$ cat src/rtl/anim_scheduler_if.sv
// Bundles the vsync/switch inputs and the scroll outputs of anim_scheduler.
// The master side drives sync and switches; the slave side is the scheduler.
interface anim_scheduler_if;
    logic       vsync;
    logic [3:0] speed_sw;
    logic       dir_sw;
    logic       pause;

    logic [9:0] x_offset;
    logic       show_player;
    logic [3:0] speed_cur;
    logic       dir_cur;
    logic       frame_tick;

    modport master (
        output vsync,
        output speed_sw,
        output dir_sw,
        output pause,
        input  x_offset,
        input  show_player,
        input  speed_cur,
        input  dir_cur,
        input  frame_tick
    );

    modport slave (
        input  vsync,
        input  speed_sw,
        input  dir_sw,
        input  pause,
        output x_offset,
        output show_player,
        output speed_cur,
        output dir_cur,
        output frame_tick
    );
endinterface

$ cat src/rtl/anim_scheduler.sv
// anim_scheduler: once per video frame, advances a wrapped scroll offset at a
// speed that ramps toward the switch setting, and performs direction changes
// by decelerating to zero, turning, and ramping back up.
module anim_scheduler #(
    parameter int WRAP        = 400,
    parameter int RAMP_FRAMES = 2
) (
    input  logic             clk,
    input  logic             reset,
    anim_scheduler_if.slave  bus
);

    typedef enum logic [1:0] {
        ST_INIT,
        ST_RUN,
        ST_DECEL,
        ST_TURN
    } state_t;

    localparam logic [10:0] WRAP_W    = 11'(WRAP);
    localparam logic [3:0]  RAMP_LAST = 4'(RAMP_FRAMES - 1);
    localparam logic [3:0]  SPEED_RST = 4'd4;

    // Input synchronizers and vsync edge detector
    logic [3:0] speed_meta_q, speed_meta_d;
    logic [3:0] speed_sync_q, speed_sync_d;
    logic       dir_meta_q, dir_meta_d;
    logic       dir_sync_q, dir_sync_d;
    logic       pause_meta_q, pause_meta_d;
    logic       pause_sync_q, pause_sync_d;
    logic       vsync_prev_q, vsync_prev_d;
    logic       frame_tick_q, frame_tick_d;

    // Frame-rate state
    state_t     state_q, state_d;
    logic [9:0] x_q, x_d;
    logic       show_q, show_d;
    logic [3:0] speed_q, speed_d;
    logic       dir_q, dir_d;
    logic [3:0] ramp_q, ramp_d;

    // Per-tick arithmetic
    logic        tick_en;
    logic        step;
    logic [3:0]  tgt;
    logic [3:0]  speed_toward;
    logic [3:0]  speed_dec;
    logic [10:0] x_wide;
    logic [10:0] s_wide;
    logic [10:0] fwd_sum;
    logic [10:0] fwd_x;
    logic [10:0] rev_x;
    logic [9:0]  x_next;

    // Two-stage synchronizer chains and the vsync rising-edge detector
    always_comb begin
        speed_meta_d = bus.speed_sw;
        speed_sync_d = speed_meta_q;
        dir_meta_d   = bus.dir_sw;
        dir_sync_d   = dir_meta_q;
        pause_meta_d = bus.pause;
        pause_sync_d = pause_meta_q;
        vsync_prev_d = bus.vsync;
        frame_tick_d = bus.vsync & ~vsync_prev_q;
    end

    // Front-end registers; reset clears the synchronizers and the vsync history
    always_ff @(posedge clk) begin
        if (reset) begin
            speed_meta_q <= 4'd0;
            speed_sync_q <= 4'd0;
            dir_meta_q   <= 1'b0;
            dir_sync_q   <= 1'b0;
            pause_meta_q <= 1'b0;
            pause_sync_q <= 1'b0;
            vsync_prev_q <= 1'b0;
            frame_tick_q <= 1'b0;
        end else begin
            speed_meta_q <= speed_meta_d;
            speed_sync_q <= speed_sync_d;
            dir_meta_q   <= dir_meta_d;
            dir_sync_q   <= dir_sync_d;
            pause_meta_q <= pause_meta_d;
            pause_sync_q <= pause_sync_d;
            vsync_prev_q <= vsync_prev_d;
            frame_tick_q <= frame_tick_d;
        end
    end

    // Target speed, single-step speed moves and the wrapped offset advance
    always_comb begin
        tick_en = frame_tick_q & ~pause_sync_q;
        step    = (ramp_q == RAMP_LAST);
        tgt     = (speed_sync_q == 4'd0) ? 4'd1 : speed_sync_q;

        if (speed_q < tgt) begin
            speed_toward = speed_q + 4'd1;
        end else if (speed_q > tgt) begin
            speed_toward = speed_q - 4'd1;
        end else begin
            speed_toward = speed_q;
        end

        speed_dec = (speed_q == 4'd0) ? 4'd0 : speed_q - 4'd1;

        x_wide  = {1'b0, x_q};
        s_wide  = {7'd0, speed_q};
        fwd_sum = x_wide + s_wide;
        fwd_x   = (fwd_sum >= WRAP_W) ? fwd_sum - WRAP_W : fwd_sum;
        rev_x   = (x_wide >= s_wide) ? x_wide - s_wide : x_wide + WRAP_W - s_wide;
        x_next  = dir_q ? 10'(rev_x) : 10'(fwd_x);
    end

    // Next state and datapath values; everything holds except on unpaused ticks
    always_comb begin
        state_d = state_q;
        x_d     = x_q;
        show_d  = show_q;
        speed_d = speed_q;
        dir_d   = dir_q;
        ramp_d  = ramp_q;

        if (tick_en) begin
            ramp_d = step ? 4'd0 : ramp_q + 4'd1;

            unique case (state_q)
                ST_INIT: begin
                    state_d = ST_RUN;
                    show_d  = 1'b1;
                end
                ST_RUN: begin
                    x_d = x_next;
                    if (step) begin
                        speed_d = speed_toward;
                    end
                    if (dir_sync_q != dir_q) begin
                        state_d = ST_DECEL;
                    end
                end
                ST_DECEL: begin
                    x_d = x_next;
                    if (step) begin
                        speed_d = speed_dec;
                    end
                    if (dir_sync_q == dir_q) begin
                        state_d = ST_RUN;
                    end else if (speed_q == 4'd0) begin
                        state_d = ST_TURN;
                    end
                end
                ST_TURN: begin
                    x_d     = x_next;
                    speed_d = 4'd0;
                    dir_d   = ~dir_q;
                    state_d = ST_RUN;
                end
                default: begin
                    state_d = ST_INIT;
                end
            endcase
        end
    end

    // Frame-rate state register; reset abandons any turn in progress
    always_ff @(posedge clk) begin
        if (reset) begin
            state_q <= ST_INIT;
            x_q     <= 10'd0;
            show_q  <= 1'b0;
            speed_q <= SPEED_RST;
            dir_q   <= 1'b0;
            ramp_q  <= 4'd0;
        end else begin
            state_q <= state_d;
            x_q     <= x_d;
            show_q  <= show_d;
            speed_q <= speed_d;
            dir_q   <= dir_d;
            ramp_q  <= ramp_d;
        end
    end

    assign bus.x_offset    = x_q;
    assign bus.show_player = show_q;
    assign bus.speed_cur   = speed_q;
    assign bus.dir_cur     = dir_q;
    assign bus.frame_tick  = frame_tick_q;

endmodule
$ cat src/flat_wrapper.sv
// flat-port wrapper written by rule: the top's interface ports become plain ports
module anim_scheduler_flat 
#(
    parameter int WRAP        = 400,
    parameter int RAMP_FRAMES = 2
)
  (clk, reset, bus_vsync, bus_speed_sw, bus_dir_sw, bus_pause, bus_x_offset, bus_show_player, bus_speed_cur, bus_dir_cur, bus_frame_tick);
  anim_scheduler_if bus_i ();
  input  logic clk;
  input  logic reset;
  input wire logic [$bits(bus_i.vsync)-1:0] bus_vsync;
  input wire logic [$bits(bus_i.speed_sw)-1:0] bus_speed_sw;
  input wire logic [$bits(bus_i.dir_sw)-1:0] bus_dir_sw;
  input wire logic [$bits(bus_i.pause)-1:0] bus_pause;
  output wire logic [$bits(bus_i.x_offset)-1:0] bus_x_offset;
  output wire logic [$bits(bus_i.show_player)-1:0] bus_show_player;
  output wire logic [$bits(bus_i.speed_cur)-1:0] bus_speed_cur;
  output wire logic [$bits(bus_i.dir_cur)-1:0] bus_dir_cur;
  output wire logic [$bits(bus_i.frame_tick)-1:0] bus_frame_tick;
  assign bus_i.vsync = bus_vsync;
  assign bus_i.speed_sw = bus_speed_sw;
  assign bus_i.dir_sw = bus_dir_sw;
  assign bus_i.pause = bus_pause;
  assign bus_x_offset = bus_i.x_offset;
  assign bus_show_player = bus_i.show_player;
  assign bus_speed_cur = bus_i.speed_cur;
  assign bus_dir_cur = bus_i.dir_cur;
  assign bus_frame_tick = bus_i.frame_tick;
  anim_scheduler #(.WRAP(WRAP), .RAMP_FRAMES(RAMP_FRAMES)) u_core (.clk(clk), .reset(reset), .bus(bus_i));
endmodule
$ cat config.mk
export PLATFORM = sky130hd
export DESIGN_NAME = anim_scheduler_flat
export DESIGN_NICKNAME = d
export VERILOG_FILES = /design/src/rtl/anim_scheduler_if.sv /design/src/rtl/anim_scheduler.sv /design/src/flat_wrapper.sv
export SDC_FILE = /design/constraint.sdc
export NUM_CORES = 1
export LEC_CHECK = 0
export CORE_MARGIN = 2
export CORE_UTILIZATION = 45
export DETAILED_ROUTE_END_ITERATION = 8
export GPL_TIMING_DRIVEN = 0
export PLACE_DENSITY = 0.64
export REMOVE_ABC_BUFFERS = 1
export SLEW_MARGIN = 5
export SYNTH_ARGS = -nofsm -noshare
export SYNTH_HDL_FRONTEND = slang
export SYNTH_SLANG_ARGS = --single-unit
export TNS_END_PERCENT = 50
$ cat constraint.sdc
create_clock -name clk -period 2.95 [get_ports clk]
set_input_delay 0.7375 -clock clk [delete_from_list [all_inputs] [get_ports clk]]
set_output_delay 0.7375 -clock clk [all_outputs]
set_load 0.01 [all_outputs]
==> Word-level counts from Yosys, hierarchy flattened <==
Cells that the tools add are included.
{ "word_totals": {"register_bits": 36, "word_cells": 68} }
{ "classes": {"add_sub_neg": 8, "n_lt_le_gt_ge": 4, "eq_ne": 11, "mux": 15, "n_bitwise": 5, "n_reduce_logical": 11} }
{ "ops": {"columns": ["op", "n"], "rows": [
  ["two-way mux 10 bit", 3],
  ["two-way mux 4 bit", 7],
  ["subtractor 10 x 4 -> 10 bit", 2],
  ["one-hot mux 4 bit (3 select lines)", 1],
  ["adder 10 x 4 -> 11 bit", 1],
  ["greater-or-equal comparator 11 x 9 -> 1 bit (second input constant)", 1],
  ["adder 10 x 9 -> 10 bit (second input constant)", 1],
  ["greater-or-equal comparator 10 x 4 -> 1 bit", 1],
  ["subtractor 10 x 9 -> 10 bit (second input constant)", 1],
  ["adder 4 x 1 -> 4 bit (second input constant)", 2],
  ["logical NOT 4 bit", 2],
  ["two-way mux 2 bit", 3],
  ["!= test 2 x 1 -> 1 bit (second input constant)", 3],
  ["!= test 3 x 1 -> 1 bit (second input constant)", 2],
  ["one-hot mux 2 bit (3 select lines)", 1],
  ["AND reduction 2 bit", 3],
  ["AND reduction 5 bit", 1],
  ["equality test 2 bit (second input constant)", 2],
  ["equality test 4 x 1 -> 1 bit (second input constant)", 1],
  ["> comparator 4 bit", 1],
  ["< comparator 4 bit", 1],
  ["subtractor 4 x 1 -> 4 bit (second input constant)", 1],
  ["NOT 1 bit", 3],
  ["AND reduction 3 bit", 1],
  ["8 further kinds", 9]
]} }

==> Depth between registers and ports, before layout <==
Gate-level depths: netlist of the first run.
{ "depth": {"ltp_word": 7, "mapped_depth": 13} }

==> Worst setup path after synthesis of the first run <==
OpenSTA, ideal clock, no wires.
{ "synth_path": {"path_kind": "reg-to-reg", "start": "reg u_core.speed_q[2] (netlist: u_core.bus.speed_cur[2])", "end": "reg u_core.x_q[6] (netlist: u_core.bus.x_offset[6])", "arrival_ns": 2.719, "required_time_ns": 2.859, "slack_ns": 0.140, "path_stages_with_launch": 12, "n_path_buf": 2, "synth_period_minus_slack_ns": 2.810, "cell_sequence": "dfxtp_1 > inv_1 > ha_1 > buf_6 > nand2b_4 > a211o_1 > or3_1 > and2_4 > buf_6 > o41ai_1 > nand3_1 > a311oi_1"} }
{ "synth_between": {"elab_chain_len": 4} }
{ "synth_rtl": {"columns": ["item", "line", "source"], "rows": [
  ["start: declaration", "anim_scheduler.sv:38", "logic [3:0] speed_q, speed_d;"],
  ["start signal: assignment", "anim_scheduler.sv:177", "speed_q <= speed_d;"],
  ["adder 10 x 4 -> 11 bit", "anim_scheduler.sv:108", "fwd_sum = x_wide + s_wide;"],
  ["subtractor 10 x 9 -> 10 bit or greater-or-equal comparator 11 x 9 -> 1 bit (tied branches)", "anim_scheduler.sv:109", "fwd_x = (fwd_sum >= WRAP_W) ? fwd_sum - WRAP_W : fwd_sum;"],
  ["two-way mux 10 bit", "anim_scheduler.sv:109", null],
  ["two-way mux 10 bit *", "anim_scheduler.sv:111", "x_next = dir_q ? 10'(rev_x) : 10'(fwd_x);"],
  ["end signal: assignment", "anim_scheduler.sv:168", "x_q <= 10'd0;"],
  ["end signal: assignment", "anim_scheduler.sv:175", "x_q <= x_d;"],
  ["end: declaration", "anim_scheduler.sv:36", "logic [9:0] x_q, x_d;"]
]} }
Every way passes the cells marked *; elsewhere a longest branch is shown, timed or not.
A chain may end at the register's enable or synchronous reset.

==> Final worst setup path of the first run <==
{ "layout_path": {"start": "reg u_core.speed_q[1] (netlist: u_core.bus.speed_cur[1])", "end": "reg u_core.x_q[9] (netlist: u_core.bus.x_offset[9])"} }
The elaborated chain is that of the path after synthesis.

==> results of run 1 <==
-- routing by layer --
layer / global-route usage / vias to the layer above
li1: - / 1237
met1: 0.2736 / 1151
met2: 0.3524 / 56
met3: 0.03370 / 4
met4: 0.08852 / 0
met5: 0 / -
-- state kept, by name (all words and copies together) (netlist names) --
register                count
u_core.pause_meta_q         1
u_core.vsync_prev_q         1
u_core.speed_meta_q         4
u_core.bus.frame_tick       1
u_core.state_q              2
u_core.bus.dir_cur          1
u_core.speed_sync_q         4
u_core.bus.speed_cur        4
u_core.bus.show_player      1
u_core.ramp_q               4
u_core.dir_meta_q           1
u_core.bus.x_offset        10
u_core.pause_sync_q         1
u_core.dir_sync_q           1
-- cell type report --
cell class,instances,area (um2)
fill,553,2756
tap,75,93.84
clock buffer,6,72.57
multi-input combinational,257,1917
inverter,31,116.4
timing repair buffer,26,252.7
clock inverter,2,16.27
sequential,36,730.7
-- placed cells by master, fill, tap and decap left out, types with 13 or more instances in the layout --
cell / synthesis / routed
ha_1: 25 / 24
xnor2_1: 18 / 17
inv_1: 30 / 29
dfxtp_1: 36 / 32
o21ai_0: 15 / 13
a21oi_1: 26 / 25
nor2_1: 33 / 32
nor2b_1: 18 / 18
nand2_1: 15 / 15
clkdlybuf4s50_1: 0 / 24
-- repair_timing --
item	4_1_cts	5_1_grt
endpoints found under the setup margin	7	7
resized for setup	7	12
pin swaps	0	0
-- kinds of logic (layout without fill, tap and decap cells) --
group,after synthesis,after routing
and+or+nand+nor,99,99
AOI/OAI and AO/OA,96,96
buffers and inverters,46,65
DFF,36,36
adders and majority gates,30,30
xor gates and xnor gates,23,23
muxes,9,9
-- power breakdown --
group          switching, W  total (W)  leakage (nW)  internal (W)
combinational      0.000104   0.000192         0.847     0.0000880
clock              0.000181   0.000349        0.0414      0.000168
sequential        0.0000170   0.000519         0.295      0.000503
-- metrics by stage --
stage / cell area (um2) / power (W)
final: 3199 / 0.001061
after global routing: 3199 / 0.001127
after CTS: 3154 / 0.001075
after detailed placement: 3049 / 0.0007171
after global placement: 3047 / 0.0007167
after floorplan: 2703 / 0.0006562
-- final timing paths --
| check | slack, ns | cells past startpoint | to |
|---|---|---|---|
| max | 0.15 | 12 | u_core.bus.x_offset[9]$_SDFFE_PP0P_ |
| min | 0.38 | 1 | u_core.bus.frame_tick$_SDFF_PP0_ |
| max reg2reg | 0.15 | 12 | u_core.bus.x_offset[9]$_SDFFE_PP0P_ |
| min reg2reg | 0.38 | 1 | u_core.bus.frame_tick$_SDFF_PP0_ |
==> flow_summary.yaml, run 1 <==
run_status:
  status: "complete, no violations"
synthesis:
  synth_top_family_by_area: "compound AO/OA/AOI/OAI gates"
  synth_cell_types: 60
  synth_edf_count: 0
  ys_warn_count: 0
  ys_seq_area_frac: 0.2598
  synth-compound-area-share: 0.2373
  synth-xor-area-share: 0.07262
  ys_ff_latch: 36
  yosysMostFrequentCell: "dfxtp_1"
  synth.avg_cell_area_um2: 8.183
  yosysTopAreaCell: "dfxtp_1"
  synth_top_area_frac: 0.2598
  async_reset_ff_frac: 0
  synthAdderAreaFrac: 0.1488
  synth_common_cells: "36 x dfxtp_1, 33 x nor2_1, 30 x inv_1"
  muxShareOfSynthArea: 0.03383
  synthTopCellsByArea: "dfxtp_1 26%, ha_1 11%, xnor2_1 5.7%, a21oi_1 4.7%, nor2_1 4.5%"
  netlist_instances: 339
  syn_area_um2: 2774
  synth-simple-area-share: 0.1800
  synth_top_flop_cell: "dfxtp_1"
global_route:
  grt_max_degree: 40
  antenna_found_initial: 0
  grt-ovfl-total: 0
  grt_pass1_vias: 2343
  grt_pass1_wl_um: 11100
  grt_usage: 0.2123
final_layout:
  utilization: 0.5372
  drive_above_1_share: 0.08380
  finalNonFillerCells: 433
  final_nets: 396
  num_antenna_cells: 0
  syn_to_final_growth_pct: 15.34
sta:
  rsz0062_at_grt: "no"
  worstMarginPinSlew_ns: 0.8356
  fin_tns_setup_ns: 0
  finalMaxSlewViolations: 0
  clock_skew_ns: 0.003853
  min_period_ns: 2.797
  whs_ns: 0.3844
  finalSetupViolations: 0
  fmax_ghz: 0.3575
  post-route-period-util: 0.9483
  final.setup.worst_slack_ns: 0.1526
  relSlewSlack: 0.4418
  finalHoldViolCount: 0
die:
  die_w_um: 82.51
  rows: 28
  die_h_um: 82.51
  die_area_um2: 6808
  initial_core_util: 0.4658
  core-area_um2: 5956
  io_pins: 26
worst_setup_path:
  cpPeakStageDelay_ns: 0.43
  crit_path_end_kind: "flop"
  critPathLaunch: "u_core.bus.speed_cur[1]$_SDFFE_PP0P_"
  critPathKind: "reg2reg"
  path_buf_inv: 2
  cp.required_ns: 3.10
  path_delay_family: "adder cells"
  worstPathArrival_ns: 2.95
  critical_path.slowest_cell: "dfxtp_4"
  rr_startpoint: "u_core.bus.speed_cur[1]$_SDFFE_PP0P_"
  startpoint_type: "flop"
  path_cells: "inv_1, ha_1, ha_1, inv_1, fa_1, o21bai_1, a21oi_1, o21ai_2, a211oi_1, mux2i_1, mux2i_1, o31ai_1"
  crit_fanout: 10
clock_tree:
  postCtsSetupRepairBufs: 0
  clk_latency_ns: 0.29
  cts_sinks: 36
  clockBufferDepth: 2
  cts_htree_levels: 2
  cts-root-buf: "clkbuf_8"
  path_clk_slew_ns: 0.07
  cts_tree: "done"
  numCtsBuffers: 5
  hold_buffers: 0
drt:
  drt-met1-wl_um: 2921
  wl_met2_um: 3147
  drc: 0
  wl_met3_um: 282
  highest_layer: "met4"
  drt.antenna.violating_nets: 0
  drt_iter0_drc: 147
  viasPerCell: 5.654
  drt_wl_total_um: 6389
  wire_per_inst_um: 14.76
  dr.pass1.iters: 4
  via_count: 2448
placed_design:
  numPortBuffers: 25
  dp_cells: 425
  dp_hpwl_um: 4596
  dp_slack_ns: -0.2588
  routabilityCongestion: 0.8777
hold_path:
  min_path_type: "reg2reg"
  hp-start: "u_core.vsync_prev_q$_SDFF_PP0_"
run:
  cap_violations: 0
pwr:
  vdd_drop_max_uv: 254.8
  p_per_area_nw_per_um2: 331.7
  p_leak_nw: 1.184
Power figures use the tool's default switching activity.
==> run 2, diff against run 1 <==
--- a/config.mk
+++ b/config.mk
@@ -11,7 +11,6 @@
 export GPL_TIMING_DRIVEN = 0
 export PLACE_DENSITY = 0.64
 export REMOVE_ABC_BUFFERS = 1
-export SLEW_MARGIN = 5
 export SYNTH_ARGS = -nofsm -noshare
 export SYNTH_HDL_FRONTEND = slang
 export SYNTH_SLANG_ARGS = --single-unit
==> run 2 against run 1 <==
Compared with the run above: register-to-register slack barely moved; routed wire length rose by 2.1%; count of clock-buffer cells in the layout rose by 1; final cell count did not move; die area did not move; sequential power barely moved; sequential share of layout area fell by 0.26 points; power rose by 3.0%; fmax rose by 0.40%; first-iteration DRC count rose by 14%; critical path depth did not move; largest cell class unchanged; highest routed layer unchanged.
==> flow_summary.yaml, run 2 (synthesized netlist as in run 1, its figures left out) <==
sta:
  min_period_ns: 2.786
  finalSetupViolations: 0
  rsz0062_at_grt: "yes"
  clock_skew_ns: 0.006205
  finalHoldViolCount: 0
  finalMaxSlewViolations: 0
  final.setup.worst_slack_ns: 0.1638
  worstMarginPinSlew_ns: 0.8323
  relSlewSlack: 0.4440
  post-route-period-util: 0.9445
  fmax_ghz: 0.3589
die:
  initial_core_util: 0.4658
  die_h_um: 82.51
  core-area_um2: 5956
  die_area_um2: 6808
  io_pins: 26
  die_w_um: 82.51
  rows: 28
final_layout:
  final-seq-area_um2: 730.7
  syn_to_final_growth_pct: 16.64
  final_nets: 397
  final_cell_mix: "32 x nor2_1, 32 x dfxtp_1, 29 x inv_1"
  fill_cells: 579
  multiInputGateArea_um2: 1913
  largest_register_ffs: 10
  stdcell_area_um2: 3236
  drive_above_1_share: 0.08101
  utilization: 0.5433
  num_antenna_cells: 0
global_route:
  grt_pass1_vias: 2295
  met1_usage: 0.2807
  grt-ovfl-total: 0
  gr-usage-met2: 0.3556
  grt_pass1_wl_um: 11100
  grt_max_degree: 23
  grt_usage: 0.2111
  grt_use_met3: 0.03370
  gr-max-usage-layer: "met2"
  antenna_found_initial: 0
run_status:
  status: "complete, no violations"
placed_design:
  numPortBuffers: 25
  routabilityCongestion: 0.8777
  dp_slack_ns: -0.2511
  postPlaceCellArea_um2: 3082
  dp_hpwl_um: 4809
hold_path:
  hold_depth: 1
  hp-start: "u_core.vsync_prev_q$_SDFF_PP0_"
  whs_endpoint: "u_core.bus.frame_tick$_SDFF_PP0_"
  min_path_type: "reg2reg"
clock_tree:
  cts-root-buf: "clkbuf_8"
  numCtsBuffers: 5
  cts_htree_levels: 2
  clockBufferDepth: 2
  cts_sinks: 36
  cts_resized: 8
  postCtsSetupRepairBufs: 0
  path_clk_slew_ns: 0.07
  hold_buffers: 0
  clk_latency_ns: 0.28
  cts_tree: "done"
drt:
  drt_wl_total_um: 6521
  drt_iter0_drc: 167
  drt.antenna.violating_nets: 0
  dr.pass1.iters: 4
  via_count: 2475
  wire_per_inst_um: 15.06
  viasPerCell: 5.716
  drc: 0
worst_setup_path:
  cp.required_ns: 3.11
  crit_path_end_kind: "flop"
  crit-reg2reg-capture: "u_core.bus.x_offset[9]$_SDFFE_PP0P_"
  crit_fanout: 10
  rr_startpoint: "u_core.bus.speed_cur[1]$_SDFFE_PP0P_"
  worstPathArrival_ns: 2.95
  path_buf_inv: 2
  path_delay_family: "adder cells"
  startpoint_type: "flop"
  critPathKind: "reg2reg"
  critical_path.slowest_cell: "dfxtp_4"
  path_cells: "inv_1, ha_1, ha_1, inv_1, fa_1, o21bai_1, a21oi_1, o21ai_2, a211oi_1, mux2i_1, mux2i_1, o31ai_1"
  reg2regPathDepth: 12
  cpPeakStageDelay_ns: 0.43
  reg2reg_slack_ns: 0.16
pwr:
  power_switching_share: 0.2652
  netSwitchingPower_w: 0.0002898
  power.share.combinational: 0.181
  p_leak_nw: 1.204
  vdd_drop_max_uv: 263.3
  internal_power_w: 0.0008032
  pwr-share-seq: 0.476
  pwr-share-clk: 0.343
  p_per_area_nw_per_um2: 337.8
run:
  cap_violations: 0
[run 2: worst register-to-register path: stages (launching register included)]
cell	delay, ns
dfxtp_4	0.43
inv_1	0.11
ha_1	0.37
ha_1	0.19
inv_1	0.06
fa_1	0.41
o21bai_1	0.17
a21oi_1	0.11
o21ai_2	0.17
a211oi_1	0.10
mux2i_1	0.20
mux2i_1	0.26
o31ai_1	0.09
[run 2: cell type report]
class / count / share of cell area
Tap cell: 75 / 0.02900
Timing Repair Buffer: 27 / 0.08817
Clock buffer: 7 / 0.02978
Multi-Input combinational cell: 257 / 0.5913
Sequential cell: 36 / 0.2258
Inverter: 31 / 0.03596
[run 2: layer usage]
metal / vias up / part of all wire
li1: 1243 / -
met1: 1179 / 0.48
met2: 47 / 0.49
met3: 6 / 0.028
met4: 0 / 0.0069
met5: - / 0
[run 2: per-stage QoR]
step           cells  hold WS [ns]  total power (W)  TNS (ns)
5_1_grt          433        0.4070         0.001166  -0.01549
6_report         433        0.3833         0.001093         0
2_1_floorplan    324        0.3674        0.0006562         0
3_5_place_dp     426        0.3769        0.0007240   -0.8446
4_1_cts          433        0.3866         0.001110         0
3_3_place_gp     424        0.3711        0.0007167    -1.103
[run 2: power groups by stage]
stage | combinational [W] | clock (W) | sequential [W]
CTS | 0.000195 | 0.000394 | 0.000521
floorplan | 0.000127 | 0 | 0.000529
finish | 0.000197 | 0.000375 | 0.000521
detailed placement | 0.000193 | 0 | 0.000531
global placement | 0.000186 | 0 | 0.000531
global route | 0.000220 | 0.000423 | 0.000523
[run 2: worst max-delay path by stage]
stage	start	end	slack (ns)	cells after the start
global placement	u_core.bus.speed_cur[2]$_SDFFE_PP1P_	u_core.bus.x_offset[9]$_SDFFE_PP0P_	-0.30	11
global route	u_core.bus.speed_cur[1]$_SDFFE_PP0P_	u_core.bus.x_offset[9]$_SDFFE_PP0P_	-0.02	12
finish	u_core.bus.speed_cur[1]$_SDFFE_PP0P_	u_core.bus.x_offset[9]$_SDFFE_PP0P_	0.16	12
detailed placement	u_core.bus.speed_cur[2]$_SDFFE_PP1P_	u_core.bus.x_offset[9]$_SDFFE_PP0P_	-0.25	11
CTS	u_core.bus.speed_cur[1]$_SDFFE_PP0P_	u_core.bus.x_offset[8]$_SDFFE_PP0P_	0.04	10
floorplan	u_core.bus.speed_cur[1]$_SDFFE_PP0P_	u_core.bus.x_offset[9]$_SDFFE_PP0P_	0.22	12
==> run 3, diff against run 2 <==
--- a/config.mk
+++ b/config.mk
@@ -5,6 +5,7 @@
 export SDC_FILE = /design/constraint.sdc
 export NUM_CORES = 1
 export LEC_CHECK = 0
+export CORE_ASPECT_RATIO = 0.9
 export CORE_MARGIN = 2
 export CORE_UTILIZATION = 45
 export DETAILED_ROUTE_END_ITERATION = 8
==> run 3 against run 2 <==
Compared with the run above: final cell count shrank 0.46%; core utilization fell by 0.80 points; clock power decreased by 3%; first-iteration DRC count shrank 7.8%; sequential power is essentially flat; hold slack improved by 0.0013 ns; count of clock-buffer cells in the layout is 2 lower; via count up 3.1%; non-clock buffer count did not move.
==> flow_summary.yaml, run 3 (synthesized netlist as in run 1, its figures left out) <==
run_status:
  status: "complete, no violations"
worst_setup_path:
  cpPeakStageDelay_ns: 0.41
  crit_fanout: 6
  critical_path.slowest_cell: "dfxtp_4"
  crit_path_end_kind: "flop"
  critPathKind: "reg2reg"
  worstPathArrival_ns: 3.00
  path_cells: "inv_1, ha_1, nor2b_1, a211o_1, or3_1, and2_4, o41ai_2, nand3_1, a311oi_2"
  cp.required_ns: 3.15
  startpoint_type: "flop"
global_route:
  antenna_found_initial: 0
  grt_max_degree: 23
  grt_pass1_vias: 2237
  grt_pass1_wl_um: 11050
  grt-ovfl-total: 0
  grt_usage: 0.2055
sta:
  clock_skew_ns: 0.008672
  final.setup.worst_slack_ns: 0.1487
  relSlewSlack: 0.3507
  min_period_ns: 2.801
  finalMaxSlewViolations: 0
  fin_tns_setup_ns: 0
  post-route-period-util: 0.9496
  worstMarginPinSlew_ns: 0.9710
  finalHoldViolCount: 0
  finalSetupViolations: 0
  fmax_ghz: 0.3570
pwr:
  power_switching_share: 0.2978
  netSwitchingPower_w: 0.0003221
  power.share.combinational: 0.183
  p_per_area_nw_per_um2: 334.2
  pwr-share-clk: 0.336
  vdd_drop_max_uv: 230.0
  total_power_w: 0.001082
  pwr-share-seq: 0.481
  internal_power_w: 0.0007595
  p_leak_nw: 1.207
die:
  die_h_um: 78.49
  io_pins: 26
  die_area_um2: 6809
  die_w_um: 86.76
  core-area_um2: 6047
  rows: 27
  initial_core_util: 0.4587
drt:
  via_count: 2551
  drt_iter0_drc: 154
  wire_per_inst_um: 15.90
  viasPerCell: 5.919
  dr.pass1.iters: 5
  drt_wl_total_um: 6853
  drc: 0
  drt.antenna.violating_nets: 0
clock_tree:
  clk_latency_ns: 0.29
  postCtsSetupRepairBufs: 0
  cts_htree_levels: 2
  cts_sinks: 36
  clockBufferDepth: 2
  cts_tree: "done"
  path_clk_slew_ns: 0.08
  cts_resized: 6
  hold_buffers: 0
  cts-root-buf: "clkbuf_8"
  numCtsBuffers: 5
final_layout:
  drive_above_1_share: 0.09192
  final_cell_mix: "32 x nor2_1, 32 x dfxtp_1, 29 x inv_1"
  syn_to_final_growth_pct: 16.69
  num_antenna_cells: 0
  largest_register_ffs: 10
  finalNonFillerCells: 431
  utilization: 0.5353
  final_nets: 397
placed_design:
  numPortBuffers: 25
  dp_cells: 423
  dp_hpwl_um: 4876
  dp_slack_ns: -0.2112
  routabilityCongestion: 0.8578
run:
  cap_violations: 0
hold_path:
  min_path_type: "reg2reg"
run 3: changes by cell type in the layout (fill, tap and decap cells not counted), sizes merged:
cell | previous run | this run
clkbuf | 7 | 5
clkinv | 1 | 4
run 3: worst paths after layout:
check                                       startpoint                             endpoint  slack, ns  depth (start not counted)
setup reg to reg  u_core.bus.speed_cur[3]$_SDFFE_PP0P_  u_core.bus.x_offset[6]$_SDFFE_PP0P_       0.15                          9
hold / removal          u_core.vsync_prev_q$_SDFF_PP0_     u_core.bus.frame_tick$_SDFF_PP0_       0.38                          1
hold reg to reg         u_core.vsync_prev_q$_SDFF_PP0_     u_core.bus.frame_tick$_SDFF_PP0_       0.38                          1
setup / recovery  u_core.bus.speed_cur[3]$_SDFFE_PP0P_  u_core.bus.x_offset[6]$_SDFFE_PP0P_       0.15                          9
run 3: power by group through the flow:
stage / combinational (W) / sequential (W) / clock, W
6_report: 0.000198 / 0.000521 / 0.000363
5_1_grt: 0.000221 / 0.000523 / 0.000407
4_1_cts: 0.000194 / 0.000520 / 0.000377
3_5_place_dp: 0.000192 / 0.000532 / 0
3_3_place_gp: 0.000186 / 0.000531 / 0
2_1_floorplan: 0.000127 / 0.000529 / 0
run 3: worst max-delay path, delay by kind of cell, from the launching register on:
| kind | cells | cell delay (ns) |
|---|---|---|
| AO/OA/AOI/OAI | 3 | 0.95 |
| AND/OR/NAND/NOR | 4 | 0.88 |
| flip-flops | 1 | 0.41 |
| adder cells (fa/ha/maj) | 1 | 0.37 |
| buffers and inverters | 1 | 0.11 |
run 3: per-layer routing:
layer	track usage	up-vias	wire length, um
li1	-	1247	-
met1	0.2909	1206	3177
met2	0.3231	84	3180
met3	0.03891	14	372
met4	0.04531	0	122
met5	0	-	0
run 3: final cells by class:
class,count,area (um2)
Timing Repair Buffer,27,285.3
Inverter,31,116.4
Fill cell,574,2810
Sequential cell,36,730.7
Tap cell,72,90.09
Multi-Input combinational cell,257,1927
Clock inverter,3,18.77
Clock buffer,5,68.82
run 3: per-stage QoR:
stage	hold slack, ns	area (um2)
2_1_floorplan	0.3674	2703
3_3_place_gp	0.3719	3043
3_5_place_dp	0.3758	3078
4_1_cts	0.3867	3183
5_1_grt	0.3956	3237
6_report	0.3846	3237
